## config.mk

```make
export PLATFORM = sky130hd
export DESIGN_NAME = x_tx_fifo
export DESIGN_NICKNAME = d
export VERILOG_FILES = /design/src/rtl/x_tx_fifo.sv
export SDC_FILE = /design/constraint.sdc
export NUM_CORES = 1
export LEC_CHECK = 0
export ABC_AREA = 1
export CORE_MARGIN = 3
export CORE_UTILIZATION = 54
export DETAILED_ROUTE_END_ITERATION = 6
export PLACE_DENSITY = 0.87
export SETUP_SLACK_MARGIN = 0.5
export SYNTH_ARGS = -nofsm -noshare
export SYNTH_HDL_FRONTEND = slang
export SYNTH_SLANG_ARGS = --single-unit
```

## constraint.sdc

```tcl
create_clock -name i_clk -period 2.9 [get_ports i_clk]
set_input_delay 0.58 -clock i_clk [delete_from_list [all_inputs] [get_ports i_clk]]
set_output_delay 0.58 -clock i_clk [all_outputs]
set_load 0.01 [all_outputs]
```

## src/rtl/x_tx_fifo.sv

```systemverilog
// x_tx_fifo: first-word-fall-through byte buffer between the x_driver response
// output and the x_uart_tx input. It absorbs driver bursts while the UART
// serialises one byte at a time. It tracks current and peak occupancy and
// supports a synchronous flush.
module x_tx_fifo #(
  parameter int unsigned p_width = 8,
  parameter int unsigned p_depth = 16
) (
  input  logic                       i_clk,
  input  logic                       i_rst_n,
  input  logic                       i_flush,
  input  logic                       i_valid,
  input  logic [p_width-1:0]         i_data,
  output logic                       o_accept,
  output logic                       o_valid,
  output logic [p_width-1:0]         o_data,
  input  logic                       i_accept,
  output logic [$clog2(p_depth):0]   o_level,
  output logic [$clog2(p_depth):0]   o_max_level
);

  localparam int unsigned c_pw = $clog2(p_depth);
  localparam int unsigned c_lw = c_pw + 1;
  localparam logic [c_lw-1:0] c_full = c_lw'(p_depth);

  logic [p_width-1:0] mem [p_depth];
  logic [c_pw-1:0]    wr_ptr;
  logic [c_pw-1:0]    rd_ptr;
  logic [c_lw-1:0]    level;
  logic [c_lw-1:0]    level_next;
  logic [c_lw-1:0]    max_level;
  logic               accept_q;
  logic               not_empty;
  logic               push;
  logic               pop;

  // Full/empty come from the occupancy count, never from a pointer compare.
  // accept_q is the registered "not full" status. A flush in progress blocks
  // both sides, so no transfer is ever lost mid-flush.
  assign not_empty = (level != '0);
  assign push      = i_valid & accept_q & ~i_flush;
  assign pop       = not_empty & i_accept & ~i_flush;

  // Next occupancy: a flush clears it; a simultaneous push and pop leave it unchanged.
  always_comb begin
    level_next = level;
    if (i_flush) begin
      level_next = '0;
    end else begin
      unique case ({push, pop})
        2'b10:   level_next = level + 1'b1;
        2'b01:   level_next = level - 1'b1;
        default: level_next = level;
      endcase
    end
  end

  // Storage write port; the array is intentionally left out of reset.
  always_ff @(posedge i_clk) begin
    if (push) begin
      mem[wr_ptr] <= i_data;
    end
  end

  // Pointers wrap naturally because the depth is a power of two.
  always_ff @(posedge i_clk or negedge i_rst_n) begin
    if (!i_rst_n) begin
      wr_ptr <= '0;
      rd_ptr <= '0;
    end else if (i_flush) begin
      wr_ptr <= '0;
      rd_ptr <= '0;
    end else begin
      if (push) wr_ptr <= wr_ptr + 1'b1;
      if (pop)  rd_ptr <= rd_ptr + 1'b1;
    end
  end

  // Occupancy, peak occupancy and the registered accept status.
  always_ff @(posedge i_clk or negedge i_rst_n) begin
    if (!i_rst_n) begin
      level     <= '0;
      max_level <= '0;
      accept_q  <= 1'b0;
    end else begin
      level    <= level_next;
      accept_q <= (level_next != c_full);
      if (i_flush) begin
        max_level <= '0;
      end else if (level_next > max_level) begin
        max_level <= level_next;
      end
    end
  end

  assign o_accept    = accept_q & ~i_flush;
  assign o_valid     = not_empty;
  assign o_data      = not_empty ? mem[rd_ptr] : '0;
  assign o_level     = level;
  assign o_max_level = max_level;

endmodule

```

Word level (Yosys, flattened, before mapping)
Memories as Yosys holds them, arrays and structs flattened.
Cells that the tools add are included.
Storage, ports and cells
  flip-flop bits (word level): 19
  memory bits (writable): 128
  input port bits: 13
  output and inout port bits: 20
  word-level logic and storage cells: 35
  memories kept: 1
Memory list
  mem: depth 16, width 8, rd ports 1, clocked after Yosys merged registers in 0, wr ports 1, line 26  | logic [p_width-1:0] mem [p_depth];
Cells by class
  $add $sub $neg: 4
  $lt $le $gt $ge: 1
  eq/ne operators: 3
  mux-type cells: 11
  bitwise operators: 6
  reduce and logical (&&, ||, !) cells: 4
Operators by type and width (count)
  $mux W4: 4
  $mux W5: 3
  $pmux W5 S2: 1
  $add A4 B1 Y4 const B: 2
  $mux W8: 1
  $reduce_bool A2 Y1: 3
  $add A5 B1 Y5 const B: 1
  $and A1 B1 Y1: 5
  $gt A5 B5 Y1: 1
  $ne A5 B5 Y1 const B: 1
  $reduce_bool A5 Y1: 1
  $sub A5 B1 Y5 const B: 1
  $eq A2 B1 Y1 const B: 1
  $eq A2 B2 Y1 const B: 1
  $mux W1: 2
  $not A1 Y1: 1

Longest topological paths before layout
Gate-level depths: netlist of the first run.
  depth in word-level cells: 9
  mapped depth: 25
  mapped depth without buffers: 24

Least setup slack after synthesis of the first run
Ideal clock, no wire load.
  path kind: input-to-reg
  from: input port i_flush
  to: register max_level[0], in the netlist o_max_level[0]
  arrival time: 3309 ps
  setup slack: -527 ps
  stages on the path: 23
  buffers on the path: 2
  cell sequence: buf_2 nor2_1 inv_1 ha_1 buf_6 nor2_1 nor2_4 ha_1 inv_1 nand2_1 xnor2_1 a211oi_2 ha_1 a21oi_1 nand2_1 nand2_1 nand2_1 nand2_1 nand2_1 nand3_4 nand3_1 nand2_1 nand2_1
On the way
  word-level cells in the longest chain between the ends: 7
Ends and longest elaborated chain
  start, declared: line 11  | input logic i_flush,
  $not A1 Y1: line 41, 42
  $and A1 B1 Y1, on equally long branches: line 42, 41
  $eq A2 B1 Y1 or $eq A2 B2 Y1 (tied branches): line 50  | unique case ({push, pop})
  $pmux W5 S2: line 50
  $mux W5 *: line 47  | if (i_flush) begin
  named net level_next[2]: line 30  | logic [c_lw-1:0] level_next;
  $gt A5 B5 Y1 *: line 90  | end else if (level_next > max_level) begin
  $reduce_bool A2 Y1 (no source line) *
  end signal, assigned: line 91  | max_level <= level_next;
  end, declared: line 31  | logic [c_lw-1:0] max_level;
The timed path passes the listed nets; every way through them passes the cells marked *. The select of a mux whose other input is x is not followed.
A chain may end at the register's enable or synchronous reset.

Worst setup path in the final report of the first run
  from: input port i_valid
  to: register max_level[0], in the netlist o_max_level[0]
On the way
  word-level cells in the longest chain between the ends: 7
Ends and longest elaborated chain
  start, declared: line 12  | input logic i_valid,
  $and A1 B1 Y1 * (2 in a row): line 41  | assign push = i_valid & accept_q & ~i_flush;
  $eq A2 B1 Y1 or $eq A2 B2 Y1 (tied branches): line 50
  $pmux W5 S2 *: line 50
  $mux W5 *: line 47
  named net level_next[2]: line 30
  $gt A5 B5 Y1 *: line 90
  $reduce_bool A2 Y1 (no source line) *
Marks and branches as above.

==> results of run 1 <==
metal layers:
layer / track usage [%] / vias up
met5: 0 / -
met4: 15.1 / 0
met3: 7.93 / 94
met2: 49.8 / 371
met1: 34.8 / 2441
li1: - / 2114
synthesized netlist by cell type, drive strengths merged (2+ instances only):
cell / instances
a21oi: 30
a221oi: 8
buf: 20
clkbuf: 2
dfrtp: 19
edfxtp: 128
ha: 12
inv: 28
mux2i: 24
nand2: 102
nand3: 13
nand4: 5
nor2: 65
nor3: 3
o211ai: 8
o21ai: 26
o221ai: 8
o22ai: 8
critical path, cell delays in order:
cell and delay, ns:
sky130_fd_sc_hd__clkdlybuf4s50_1 0.48, sky130_fd_sc_hd__nand2_2 0.08, sky130_fd_sc_hd__nor2_4 0.10, sky130_fd_sc_hd__inv_2 0.07, sky130_fd_sc_hd__ha_4 0.18, sky130_fd_sc_hd__nor2_4 0.10
sky130_fd_sc_hd__nor2_4 0.06, sky130_fd_sc_hd__ha_4 0.15, sky130_fd_sc_hd__inv_2 0.05, sky130_fd_sc_hd__nand2_2 0.06, sky130_fd_sc_hd__xnor2_2 0.13, sky130_fd_sc_hd__a211oi_2 0.28
sky130_fd_sc_hd__ha_1 0.31, sky130_fd_sc_hd__a21oi_2 0.14, sky130_fd_sc_hd__nand2_1 0.06, sky130_fd_sc_hd__nand2_1 0.07, sky130_fd_sc_hd__nand2_2 0.07, sky130_fd_sc_hd__nand2_2 0.06
sky130_fd_sc_hd__nand2_2 0.06, sky130_fd_sc_hd__nand3_4 0.10, sky130_fd_sc_hd__nand3_2 0.07, sky130_fd_sc_hd__nand2_1 0.07, sky130_fd_sc_hd__nand2_1 0.04
power groups by stage:
stage / sequential, mW / clock [mW] / combinational, mW
after detailed placement: 2.48 / 0 / 1.57
after global routing: 2.46 / 2.33 / 2.39
after CTS: 2.45 / 2.19 / 1.92
after global placement: 2.48 / 0 / 1.50
after floorplan: 2.50 / 0 / 0.906
final: 2.45 / 2.24 / 2.27
sequential cells by signal, summed over array words and instances (netlist names):
signal / cells
mem: 128
o_level: 5
o_max_level: 5
rd_ptr: 4
wr_ptr: 4
accept_q: 1
timing repair:
action | in CTS | in global routing
setup endpoints to repair | 16 | 15
resized for setup | 111 | 63
setup buffers | 22 | 16
cloned | 4 | 2
pin swaps | 36 | 53
logic make-up (layout without fill, tap and decap cells):
logic type,count (synthesis),in the layout,share of synthesized area [%]
simple gates,190,190,12.6
flops,147,147,68.0
compound gates,91,91,8.81
buf+inv,51,190,4.12
mux,24,24,3.78
fa+ha+maj,12,12,2.37
xor+xnor,2,2,0.276
path summary, 6_finish.rpt:
kind	startpoint	to
worst max-delay path	i_valid	o_max_level[0]
worst min-delay path	wr_ptr[3]	wr_ptr[3]
worst max register to register	o_level[0]	o_max_level[0]
worst min register to register	wr_ptr[3]	wr_ptr[3]
max in group asynchronous	i_rst_n	rd_ptr[0]
min in group asynchronous	i_rst_n	wr_ptr[2]
layout make-up:
cell class | count | share of cell area [%]
Sequential cell | 147 | 49.5
Clock inverter | 10 | 1.19
Inverter | 29 | 1.39
Clock buffer | 22 | 5.65
Tap cell | 140 | 2.00
Multi-Input combinational cell | 319 | 25.7
Timing Repair Buffer | 129 | 14.6
per-stage QoR:
stage | worst slack (ns) | cells | setup TNS, ns | cell area, µm² | util [%]
after floorplan | -0.153 | 517 | -0.673 | 6430 | -
after global placement | -0.506 | 720 | -2.43 | 7200 | 64.4
after detailed placement | -0.624 | 720 | -2.95 | 7200 | 64.4
after CTS | -0.0872 | 778 | -0.338 | 8340 | 74.6
after global routing | -0.395 | 796 | -1.86 | 8740 | 78.3
final | -0.147 | 796 | -0.652 | 8740 | 78.3
==> qor.yml, run 1 <==
status:
  outcome: "complete, but fails checks"
  violations_in_the_final_reports: "negative setup slack"
detailed_routing:
  vias: 5020
  via_cell_ratio: 6.31
  wl_met2_um: 9980
  drcViolationCount: 0
  ant_nets: 0
  wirelength_um: 19700
  drt_iter0_drc: 726
  wl_met1_um: 6680
  routed.top_layer: "met4"
  post_drt_wl_per_cell_um: 24.8
  drt-pass1-iter-count: 6
  wl_met3_um: 2000
setup_path:
  worstSetupStartpointType: "input port"
  critPathRequiredTime_ns: 3.21
  reg2reg_depth: 23
  minimum_setup_slack_among_reg_to_reg_paths_ns: -0.14
  critical_path_arrival_ns: 3.36
  crit_end_category: "register"
  critPathKind: "in -> reg"
  worst_path_maximum_fanout: 7
placed_design:
  io_buffer_count: 32
  final_estimated_routing_congestion_in_global_placement: 0.852
  detailedPlacementHpwl_um: 9670
global_routing:
  grt_start_max_net_pins: 26
  grt_usage_pct: 29.6
  first_global_vias: 5025
  grt_first_pass_wirelength_um: 28100
  antenna_violations_before_repair: 0
  globalRoute.totalOverflow: 0
synthesis:
  syn-num-nets: 542
  synth-seq-cells: 147
  synth_enable_flop_cells: 128
  syn_area_per_cell_um2: 12.3
  post-synth-top-area-fraction_pct: 60.6
  postSynthCellCount: 517
  largest_area_contributor_in_the_netlist: "sky130_fd_sc_hd__edfxtp_1"
  yosys.cell_types.count: 36
  synthesis.area_um2: 6350
  ys_dominant_reg_cell: "sky130_fd_sc_hd__edfxtp_1"
  synth-async-reset-ratio_pct: 12.9
  ys_warn_count: 0
  synth_top_cells_by_area: "sky130_fd_sc_hd__edfxtp_1 (61%), sky130_fd_sc_hd__dfrtp_1 (7.5%), sky130_fd_sc_hd__nand2_1 (5.9%)"
  yosysSeqAreaShare_pct: 68.0
clock_tree:
  clk_root_buffer_cell: "sky130_fd_sc_hd__clkbuf_16"
  cts_sinks: 147
  clock_insertion_delay_at_the_later_pin_of_the_skew_report_ns: 0.43
  h_tree_depth: 4
  cts.reportedPaths.clkPinSlew_ns: 0.06
  tritoncts: "yes"
  cts-buffers-inserted: 17
  postCtsHoldBufs: 0
  cts_buffer_depth: 2
finish:
  most-common-layout-cells: "sky130_fd_sc_hd__edfxtp_1 (128), sky130_fd_sc_hd__nand2_1 (77), sky130_fd_sc_hd__buf_4 (67)"
  layout-drive-gt1-share_pct: 36.9
  final.fill_count: 549
  num-nets-final: 668
  sequential_cell_area_um2: 4330
  commonest_non_fill_non_tap_cell_in_the_layout: "sky130_fd_sc_hd__edfxtp_1"
  syn_to_final_growth_pct: 37.7
  multi_input_area_um2: 2240
  antenna_cells_inserted: 0
timing:
  rsz_0062_raised_after_global_routing: "yes"
  slew_violations: 0
  relSlewSlack_pct: 40.7
  achievable-frequency_mhz: 328
  timing_worst_slew_pin_value_ns: 0.886
  setup_slack_ns: -0.147
  finalSetupViolCount: 5
  final.setup_skew_ns: 0.00930
  final-hold-violation-count: 0
  timing.final.crit_period_ns: 3.05
  final.period_utilization_pct: 105
  fin_worst_hold_slack_ns: 0.553
job:
  max_cap_viol_count: 0
power:
  powerDensity_nw_per_um2: 795
  clockPowerShare_pct: 32.1
  sequential_power_share_pct: 35.3
  switching_share_pct: 31.4
  power_leakage_nw: 3.38
  p_comb_share_pct: 32.6
  intPower_mw: 4.77
  power.net_switching_mw: 2.18
  total_power_mw: 6.95
  vdd.ir_drop.worst_mv: 0.906
die:
  area_enclosed_by_the_die_boundary_um2: 13100
  total_core_area_um2: 11200
  io_pins: 33
  num_rows: 38
  initial_core_util_pct: 56.8
  die_h_um: 114
  dieWidth_um: 114
hold_path:
  hold_path_depth: 1
  path_category_of_the_worst_min_delay_check: "reg -> reg"
(Power assumes the default switching activity.)
==> run 2, diff against run 1 <==
- CTS_CLUSTER_DIAMETER: default -> 50
- PLACE_DENSITY: 0.87 -> 0.79
- SLEW_MARGIN: default -> 0
==> run 2 against run 1 <==
Against the previous run: the flow still finishes with violations (negative setup slack); cell area shrank 3.6%; clock-buffer cell count grew 1; non-clock buffer count decreased by 8; global-route usage down 3.4 points; die area did not move; critical path type is now reg -> reg; flip-flop and latch count unchanged; largest cell class unchanged.
==> qor.yml, run 2 (synthesis results as in run 1) <==
clock_tree:
  cts.reportedPaths.clkPinSlew_ns: 0.06  # about the same
  clk_root_buffer_cell: "sky130_fd_sc_hd__clkbuf_16"
  cts-buffers-inserted: 17  # unchanged
  cts_buffer_depth: 2  # unchanged
  h_tree_depth: 4  # unchanged
  tritoncts: "yes"
  cts_sinks: 147  # unchanged
  clock_insertion_delay_at_the_later_pin_of_the_skew_report_ns: 0.42  # about the same
detailed_routing:
  drcViolationCount: 0  # unchanged
  drt_iter0_drc: 510  # -30%
  post_drt_wl_per_cell_um: 21.2  # -14%
  drt-pass1-iter-count: 7  # +1
  wirelength_um: 16700  # -15%
  via_cell_ratio: 5.92  # -6.1%
  ant_nets: 0  # unchanged
  vias: 4659  # -7.2%
power:
  power_leakage_nw: 3.27  # -3.3%
  vdd.ir_drop.worst_mv: 0.525  # -42%
  powerDensity_nw_per_um2: 781  # -1.8%
  clockPowerShare_pct: 30.8  # -1.3 points
  total_power_mw: 6.58  # -5.4%
  switching_share_pct: 29.8  # -1.6 points
  p_comb_share_pct: 31.9  # -0.7 points
  intPower_mw: 4.62  # -3.2%
  sequential_power_share_pct: 37.3  # +2.0 points
  power.net_switching_mw: 1.96  # -10%
setup_path:
  minimum_setup_slack_among_reg_to_reg_paths_ns: -0.15  # about the same
  critPathKind: "reg -> reg"
  crit_chain: "nor3_4 > nand3_2 > nand2_2 > nor2_4 > ha_4 > nor2_4 > nor2_4 > ha_4 > inv_2 > nand2_4 > xnor2_2 > a211oi_2 > ha_1 > a21oi_2 > nand2_1 > nand2_1 > nand2_1 > nand2_1 > nand2_2 > nand3_4 > nand2_2 > nand2_1 > nand2_1"
  worst_path_maximum_fanout: 7  # unchanged
  critical_path.top_delay_family: "simple AND/OR/NAND/NOR gates"
  crit_end_category: "register"
  worst_path_most_repeated_cell: "sky130_fd_sc_hd__nand2_1"
  critical_path_arrival_ns: 3.36  # about the same
  worstPathBufferInverterCount: 1  # -2
  reg2reg_depth: 23  # unchanged
  crit-reg2reg-capture: "o_max_level[2]"
  slowest_stage: "sky130_fd_sc_hd__dfrtp_2"
  cp-startpoint: "o_level[0]"
  critical_path_depth: 23  # unchanged
  critPathRequiredTime_ns: 3.21  # about the same
  max_stage_delay_ns: 0.42  # -0.06 ns
  worstSetupStartpointType: "register"
  r2r_start: "o_level[0]"
global_routing:
  grt_usage_pct: 26.2  # -3.4 points
  grt_first_pass_wirelength_um: 25100  # -11%
  antenna_violations_before_repair: 0  # unchanged
  globalRoute.totalOverflow: 0  # unchanged
  grt_start_max_net_pins: 20  # -23%
  first_global_vias: 4710  # -6.3%
die:
  area_enclosed_by_the_die_boundary_um2: 13100  # unchanged
  io_pins: 33  # unchanged
  total_core_area_um2: 11200  # unchanged
  num_rows: 38  # unchanged
  die_h_um: 114  # unchanged
  initial_core_util_pct: 56.8  # unchanged
  dieWidth_um: 114  # unchanged
placed_design:
  postPlaceCellArea_um2: 7210  # +0.14%
  final_estimated_routing_congestion_in_global_placement: 0.845  # -0.82%
  place.detailed.instances: 723  # +0.42%
  detailedPlacementHpwl_um: 9620  # -0.50%
  io_buffer_count: 32  # unchanged
  detailedPlace.worstSlack_ns: -0.571  # +0.0524 ns
finish:
  antenna_cells_inserted: 0  # unchanged
  post-route-util_pct: 75.4  # -2.8 points
  syn_to_final_growth_pct: 32.8
  num-nets-final: 660  # -1.2%
  multi_input_area_um2: 2090  # -6.7%
  most-common-layout-cells: "sky130_fd_sc_hd__edfxtp_1 (128), sky130_fd_sc_hd__nand2_1 (86), sky130_fd_sc_hd__buf_4 (62)"
  largest_register_ff_count: 128  # unchanged
  finish.instance_area_um2: 8430  # -3.6%
  commonest_non_fill_non_tap_cell_in_the_layout: "sky130_fd_sc_hd__edfxtp_1"
  final-instance-count-excl-fill: 787  # -1.1%
  final.fill_count: 681  # +24%
  registers.top_by_ff_count: "mem"
  layout-drive-gt1-share_pct: 30.6  # -6.3 points
  sequential_cell_area_um2: 4330  # unchanged
hold_path:
  min_to: "wr_ptr[3]"
  hold_path_depth: 1  # unchanged
  hold_path_startpoint: "wr_ptr[3]"
  path_category_of_the_worst_min_delay_check: "reg -> reg"
timing:
  final.setup_skew_ns: 0.00785  # -0.00145 ns
  timing.setup.tns_ns: -0.579  # +0.0732 ns
  final.period_utilization_pct: 105  # +0.20 points
  timing_worst_slew_pin_value_ns: 0.875  # -0.0111 ns
  achievable-frequency_mhz: 328  # -0.19%
  slew_violations: 0  # unchanged
  timing.final.crit_period_ns: 3.05  # +0.00580 ns
  setup_slack_ns: -0.153  # -0.00580 ns
  fin_worst_hold_slack_ns: 0.544  # -0.00924 ns
  relSlewSlack_pct: 41.5  # +0.74 points
  final-hold-violation-count: 0  # unchanged
  finalSetupViolCount: 5  # unchanged
  rsz_0062_raised_after_global_routing: "yes"
status:
  outcome: "complete, but fails checks"
  violations_in_the_final_reports: "negative setup slack"
job:
  max_cap_viol_count: 0  # unchanged
-- run 2: layout make-up --
cell class,count,area share [%]
flip-flops and latches,147,51.3
clock buffers,23,5.32
clock inverters,8,1.02
repair buffers,121,14.0
multi-input cells,319,24.9
inverters,29,1.37
well taps,140,2.08
-- run 2: routing by layer --
metal	GRT usage [%]	vias to the layer above	share of wire [%]
met5	0	-	0
met4	11.5	0	3.6
met3	5.13	47	7.2
met2	44.8	219	52
met1	32.2	2292	37
li1	-	2101	-
-- run 2: power groups by stage --
stage / Sequential (mW) / Clock, mW / Combinational (mW)
after floorplan: 2.50 / 0 / 0.906
after CTS: 2.45 / 2.03 / 1.92
final: 2.45 / 2.03 / 2.10
after global placement: 2.48 / 0 / 1.51
after detailed placement: 2.49 / 0 / 1.55
after global routing: 2.46 / 2.14 / 2.24
-- run 2: how the worst max path moves through the flow --
stage                                end  slack, ns
after CTS                 o_max_level[2]      -0.06
final                     o_max_level[2]      -0.15
after floorplan           o_max_level[2]      -0.15
after detailed placement  o_max_level[2]      -0.57
after global routing      o_max_level[2]      -0.34
after global placement    o_max_level[2]      -0.46
-- run 2: what timing repair did --
action                                  CTS  global route
gates resized for setup                 112            31
pin swaps                                36            37
endpoints found under the setup margin   16            16
buffers inserted                         20             9
hold buffers                              0             0
cloned                                    4             0
-- run 2: worst register-to-register path: cells and delay by family (launching register included) --
family / cells / cell delay, ns
buf+inv: 1 / 0.06
flops: 1 / 0.42
fa+ha+maj: 3 / 0.63
simple gates: 16 / 1.33
compound gates: 2 / 0.38
xor+xnor: 1 / 0.13
